--- config.mk ---
export PLATFORM = sky130hd
export DESIGN_NAME = serial_frame_tx
export DESIGN_NICKNAME = d
export VERILOG_FILES = /design/src/rtl/serial_frame_tx.sv
export SDC_FILE = /design/constraint.sdc
export NUM_CORES = 1
export LEC_CHECK = 0
export CORE_AREA = 2 2 46 48
export CTS_CLUSTER_DIAMETER = 40
export DETAILED_ROUTE_END_ITERATION = 10
export DIE_AREA = 0 0 48 50
export HOLD_SLACK_MARGIN = 0.03
export PLACE_DENSITY = 0.75
export SLEW_MARGIN = 20
export SYNTH_ARGS = -nofsm -noshare
export SYNTH_HDL_FRONTEND = slang
export SYNTH_SLANG_ARGS = --single-unit
--- constraint.sdc ---
create_clock -name clock -period 2.5 [get_ports clock]
set_clock_uncertainty 0.15 [all_clocks]
set_input_delay 0.5 -clock clock [delete_from_list [all_inputs] [get_ports clock]]
set_output_delay 0.5 -clock clock [all_outputs]
set_load 0.005 [all_outputs]
--- src/rtl/serial_frame_tx.sv ---
// Falling-edge serial frame transmitter: start bit, DATA_W data bits LSB first,
// optional even parity (define SERIAL_TX_PARITY_EN), stop bit.
module serial_frame_tx #(
    parameter int DATA_W       = 8,
    parameter int CLKS_PER_BIT = 4
) (
    input  logic              clock,
    input  logic              resetp,
    input  logic              start,
    input  logic [DATA_W-1:0] data,
    output logic              tx,
    output logic              busy,
    output logic              done
);

    localparam int CNT_W = (CLKS_PER_BIT > 1) ? $clog2(CLKS_PER_BIT) : 1;
    localparam int IDX_W = (DATA_W > 1) ? $clog2(DATA_W) : 1;

`ifdef SERIAL_TX_PARITY_EN
    typedef enum logic [2:0] {IDLE, START, DATA, PARITY, STOP} state_t;
`else
    typedef enum logic [1:0] {IDLE, START, DATA, STOP} state_t;
`endif

    state_t            state, state_d;
    logic [CNT_W-1:0]  cnt, cnt_d;
    logic [IDX_W-1:0]  idx, idx_d;
    logic [DATA_W-1:0] shreg, shreg_d;
    logic              tx_d, busy_d, done_d;
    logic              last;

    always_ff @(negedge clock or posedge resetp) begin
        if (resetp) begin
            state <= IDLE;
            cnt   <= '0;
            idx   <= '0;
            shreg <= '0;
            tx    <= 1'b1;
            busy  <= 1'b0;
            done  <= 1'b0;
        end else begin
            state <= state_d;
            cnt   <= cnt_d;
            idx   <= idx_d;
            shreg <= shreg_d;
            tx    <= tx_d;
            busy  <= busy_d;
            done  <= done_d;
        end
    end

    assign last = (cnt == CNT_W'(CLKS_PER_BIT - 1));

    // Outputs are computed one edge ahead so tx/busy/done stay pure registers.
    always_comb begin
        state_d = state;
        cnt_d   = cnt;
        idx_d   = idx;
        shreg_d = shreg;
        tx_d    = tx;
        busy_d  = busy;
        done_d  = 1'b0;

        if (state != IDLE)
            cnt_d = last ? '0 : cnt + 1'b1;

        case (state)
            IDLE: begin
                tx_d   = 1'b1;
                busy_d = 1'b0;
                if (start) begin
                    shreg_d = data;
                    state_d = START;
                    tx_d    = 1'b0;
                    busy_d  = 1'b1;
                    cnt_d   = '0;
                    idx_d   = '0;
                end
            end
            START: begin
                if (last) begin
                    state_d = DATA;
                    tx_d    = shreg[0];
                end
            end
            DATA: begin
                if (last) begin
                    if (idx == IDX_W'(DATA_W - 1)) begin
`ifdef SERIAL_TX_PARITY_EN
                        state_d = PARITY;
                        tx_d    = ^shreg;
`else
                        state_d = STOP;
                        tx_d    = 1'b1;
`endif
                    end else begin
                        idx_d = idx + 1'b1;
                        tx_d  = shreg[idx + 1'b1];
                    end
                end
            end
`ifdef SERIAL_TX_PARITY_EN
            PARITY: begin
                if (last) begin
                    state_d = STOP;
                    tx_d    = 1'b1;
                end
            end
`endif
            STOP: begin
                if (last) begin
                    state_d = IDLE;
                    tx_d    = 1'b1;
                    busy_d  = 1'b0;
                    done_d  = 1'b1;
                end
            end
            default: begin
                state_d = IDLE;
                tx_d    = 1'b1;
                busy_d  = 1'b0;
            end
        endcase
    end

endmodule
==> results of run 1 <==
-- worst max path at each step --
stage	endpoint	slack, ns
detailed placement	tx	-0.74
CTS	tx	-0.39
finish	tx	-0.39
global placement	tx	-0.72
global route	tx	-0.43
floorplan	idx[0]	-0.18
-- cells in the final DEF, fill, tap and decap left out, drive strengths merged, types with 4 or more instances in the layout --
cell type      synthesis  final
buf                    2     11
clkdlybuf4s50          0      9
dfrtn                 17     17
ha                     7      7
inv                    7      7
mux2                  13     13
nand2                  6      6
o21ai                  4      4
-- stage by stage --
step | cell area (sq um) | setup TNS (ns) | total power [mW] | hold WS [ns]
detailed placement | 1190 | -11.78 | 1.32 | 0.295
global route | 1200 | -0.892 | 1.59 | 0.323
floorplan | 981 | -0.240 | 1.11 | 0.264
CTS | 1190 | -0.803 | 1.46 | 0.295
global placement | 1190 | -11.44 | 1.29 | 0.282
finish | 1200 | -0.798 | 1.46 | 0.290
-- cell type report --
class	count	share of cell area [%]
Inverter	6	1.87
Tap cell	27	2.81
Clock buffer	3	1.87
Clock inverter	2	0.624
Timing Repair Buffer	20	13.5
Sequential cell	18	37.6
Multi-Input combinational cell	54	41.7
-- what timing repair did --
item / CTS / global route
endpoints found under the setup margin: 20 / 11
endpoints found under the hold margin: 0 / 0
hold buffers: 0 / 0
resized for setup: 16 / 1
pin swaps: 1 / 0
-- layer usage --
layer	GRT usage (%)	vias up	part of all wire, %
met5	0	-	0
met1	25.9	313	49
li1	-	329	-
met2	24.2	13	45
met4	6.76	0	2.3
met3	3.30	4	3.4
-- power by group --
part,leakage (nW),internal [mW],switching [mW]
Combinational,0.301,0.413,0.350
Sequential,0.220,0.445,0.0947
Clock,0.0207,0.0603,0.0968
Total,0.541,0.919,0.542
-- registers in the layout (all words and copies together), names as in the netlist --
| register | cells |
|---|---|
| shreg | 8 |
| idx | 3 |
| cnt | 2 |
| state | 2 |
| busy | 1 |
| done | 1 |
| tx | 1 |
-- cells by family after synthesis --
group / Yosys count / synth area share (%)
compound gates: 12 / 10.5
mux: 15 / 17.9
fa+ha+maj: 7 / 9.20
simple gates: 20 / 11.2
buf+inv: 9 / 3.81
flops: 18 / 47.4
==> report_table.html, run 1 <==
<table>
<tr><th>Metric</th><th>Value</th></tr>
<tr><th colspan="2">Synthesis</th></tr>
<tr><td>Most instantiated flip-flop cell in the synthesis netlist</td><td>dfrtn_1</td></tr>
<tr><td>Cells taking the most area after synthesis</td><td>dfrtn_1 45%, mux2_2 14%, ha_1 9.2%</td></tr>
<tr><td>Post-Syn Area per Cell</td><td>11.8 sq um</td></tr>
<tr><td>Leading cell type by number of instances after synthesis</td><td>dfrtn_1</td></tr>
<tr><td>Post-Synthesis Cells</td><td>81</td></tr>
<tr><td>Post-synthesis instance area</td><td>952 sq um</td></tr>
<tr><td>Share of flip-flops with an asynchronous set or reset</td><td>100%</td></tr>
<tr><td>Share of the yosys chip area belonging to registers</td><td>47.4%</td></tr>
<tr><td>Number of flops mapped to enable cells by yosys</td><td>0</td></tr>
<tr><td>Post-synthesis cell type count</td><td>28</td></tr>
<tr><td>Biggest area consumer among synthesized cells</td><td>dfrtn_1</td></tr>
<tr><td>YS warnings</td><td>0</td></tr>
<tr><td>Synthesized Nets</td><td>99</td></tr>
<tr><td>Post-synth top area share</td><td>44.7%</td></tr>
<tr><td>Post-synthesis sequential element count</td><td>18</td></tr>
<tr><td>Most frequent cells after synthesis</td><td>17 x dfrtn_1, 12 x mux2_2, 7 x ha_1, 7 x inv_1, 6 x nand2_1</td></tr>
<tr><th colspan="2">STA</th></tr>
<tr><td>Final Hold Fails</td><td>0</td></tr>
<tr><td>Final worst setup slack</td><td>-0.386 ns</td></tr>
<tr><td>Setup repair after global routing missed its margin</td><td>true</td></tr>
<tr><td>Setup violations, final</td><td>3</td></tr>
<tr><td>Final Max Tran Viols</td><td>0</td></tr>
<tr><td>Slew at the pin closest to its max-slew limit</td><td>0.450 ns</td></tr>
<tr><td>Headroom to the max-slew limit</td><td>70.0%</td></tr>
<tr><th colspan="2">Worst setup path</th></tr>
<tr><td>Register-to-Register Setup Slack</td><td>0.48 ns</td></tr>
<tr><td>CP bufs+invs</td><td>1</td></tr>
<tr><td>Number of cells traversed by the worst register-to-register path</td><td>6</td></tr>
<tr><td>Critical path's slowest cell</td><td>dfstp_2</td></tr>
<tr><td>Capture point of the worst reg-to-reg path</td><td>tx</td></tr>
<tr><td>Critical path startpoint</td><td>tx</td></tr>
<tr><td>Crit path largest cell delay</td><td>0.53 ns</td></tr>
<tr><td>Classification of the worst setup path</td><td>reg2out</td></tr>
<tr><td>Largest fanout on the critical path</td><td>2</td></tr>
<tr><td>Number of logic stages on the critical path including buffering</td><td>1</td></tr>
<tr><td>Reg-to-Reg Start</td><td>idx[0]</td></tr>
<tr><td>Category of cells accounting for the largest share of critical-path delay</td><td>flip-flops</td></tr>
<tr><td>CP Data Required Time</td><td>1.85 ns</td></tr>
<tr><td>Critical Path End Type</td><td>output port</td></tr>
<tr><td>CP Data Arrival Time</td><td>2.24 ns</td></tr>
<tr><td>Worst-path cell chain</td><td>buf_2</td></tr>
<tr><td>Startpoint type of the worst setup path</td><td>flip-flop</td></tr>
<tr><th colspan="2">Clock network</th></tr>
<tr><td>H-tree levels</td><td>1</td></tr>
<tr><td>Clock Latency Late Sink</td><td>0.30 ns</td></tr>
<tr><td>CTS tree</td><td>built</td></tr>
<tr><td>Setup fix buffers added after clock tree synthesis</td><td>0</td></tr>
<tr><td>Clock root cell</td><td>clkbuf_4</td></tr>
<tr><td>Clock sinks</td><td>18</td></tr>
<tr><td>Clock-pin slew on the worst setup and hold paths</td><td>0.06 ns</td></tr>
<tr><td>CTS buffer count</td><td>3</td></tr>
<tr><td>Clock Path Buffers</td><td>2</td></tr>
<tr><th colspan="2">Hold path</th></tr>
<tr><td>Depth of the worst hold-timing path</td><td>2</td></tr>
<tr><td>Worst min-delay path class</td><td>reg2reg</td></tr>
<tr><td>Endpoint of the worst hold-timing path</td><td>cnt[1]</td></tr>
<tr><td>Min-Delay Startpoint</td><td>cnt[1]</td></tr>
<tr><th colspan="2">Place</th></tr>
<tr><td>Final weighted congestion of routability-driven global placement</td><td>0.764</td></tr>
<tr><td>IO Port Bufs</td><td>13</td></tr>
<tr><td>Detail Placement HPWL</td><td>1330 um</td></tr>
<tr><td>Placed cell count</td><td>126</td></tr>
<tr><td>Setup Slack @ Placement</td><td>-0.739 ns</td></tr>
<tr><th colspan="2">Global routing</th></tr>
<tr><td>Overflow after GRT</td><td>0</td></tr>
<tr><td>Vias in the first global route</td><td>644</td></tr>
<tr><td>Overall routing resource usage</td><td>17.3%</td></tr>
<tr><td>Wire length of the first global-routing pass</td><td>2960 um</td></tr>
<tr><td>Antenna violations before repair</td><td>0</td></tr>
<tr><td>Maximum number of pins on one net before global-route repair</td><td>11</td></tr>
<tr><th colspan="2">Detailed routing</th></tr>
<tr><td>Aggregate routed wire length</td><td>1720 um</td></tr>
<tr><td>Wirelength per Cell</td><td>13.2 um</td></tr>
<tr><td>Number of routed nets with antenna violations</td><td>0</td></tr>
<tr><td>DRC violation count after routing</td><td>0</td></tr>
<tr><td>Count of TritonRoute iterations in the first routing pass</td><td>4</td></tr>
<tr><td>First-iteration detailed-routing DRC count</td><td>11</td></tr>
<tr><td>Total number of vias</td><td>659</td></tr>
<tr><td>Via-per-instance ratio</td><td>5.07</td></tr>
<tr><th colspan="2">Status</th></tr>
<tr><td>Run status</td><td>finished, violations left</td></tr>
<tr><td>Violated checks</td><td>setup timing</td></tr>
<tr><th colspan="2">Die</th></tr>
<tr><td>Initial cell density of the core</td><td>50.1%</td></tr>
<tr><td>Overall die area</td><td>2400 sq um</td></tr>
<tr><td>Height of the die</td><td>50 um</td></tr>
<tr><td>Core region area</td><td>1900 sq um</td></tr>
<tr><td>Standard-cell rows</td><td>16</td></tr>
<tr><td>Die X</td><td>48 um</td></tr>
<tr><td>I/O pin count</td><td>14</td></tr>
<tr><th colspan="2">Flow run</th></tr>
<tr><td>MaxCap Viol Count</td><td>0</td></tr>
<tr><th colspan="2">Final layout</th></tr>
<tr><td>Number of nets in the layout</td><td>122</td></tr>
<tr><td>Multi-input logic area</td><td>502 sq um</td></tr>
<tr><td>Area growth from synthesis to final layout</td><td>26.3%</td></tr>
<tr><td>Share of cells above drive strength 1</td><td>35.0%</td></tr>
<tr><td>Number of antenna diodes</td><td>0</td></tr>
<tr><td>Finished Layout Cells</td><td>130</td></tr>
<tr><td>Total area of sequential cells</td><td>452 sq um</td></tr>
<tr><td>Post-route core utilization</td><td>63.2%</td></tr>
<tr><td>Number of fill cells</td><td>158</td></tr>
<tr><th colspan="2">Pwr</th></tr>
<tr><td>Power per standard cell area</td><td>1210 nW/um^2</td></tr>
<tr><td>Peak supply drop</td><td>0.668 mV</td></tr>
<tr><td>Leakage power figure</td><td>0.541 nW</td></tr>
</table>
No activity file was read; power rests on OpenSTA's default activity.
==> run 2: changes to the inputs <==
--- a/config.mk
+++ b/config.mk
@@ -5,6 +5,7 @@
 export SDC_FILE = /design/constraint.sdc
 export NUM_CORES = 1
 export LEC_CHECK = 0
+export CAP_MARGIN = 10
 export CORE_AREA = 2 2 46 48
 export CTS_CLUSTER_DIAMETER = 40
 export DETAILED_ROUTE_END_ITERATION = 10
==> results of run 2 <==
No change in the layout: final DEF, timing and power equal those of run 1.
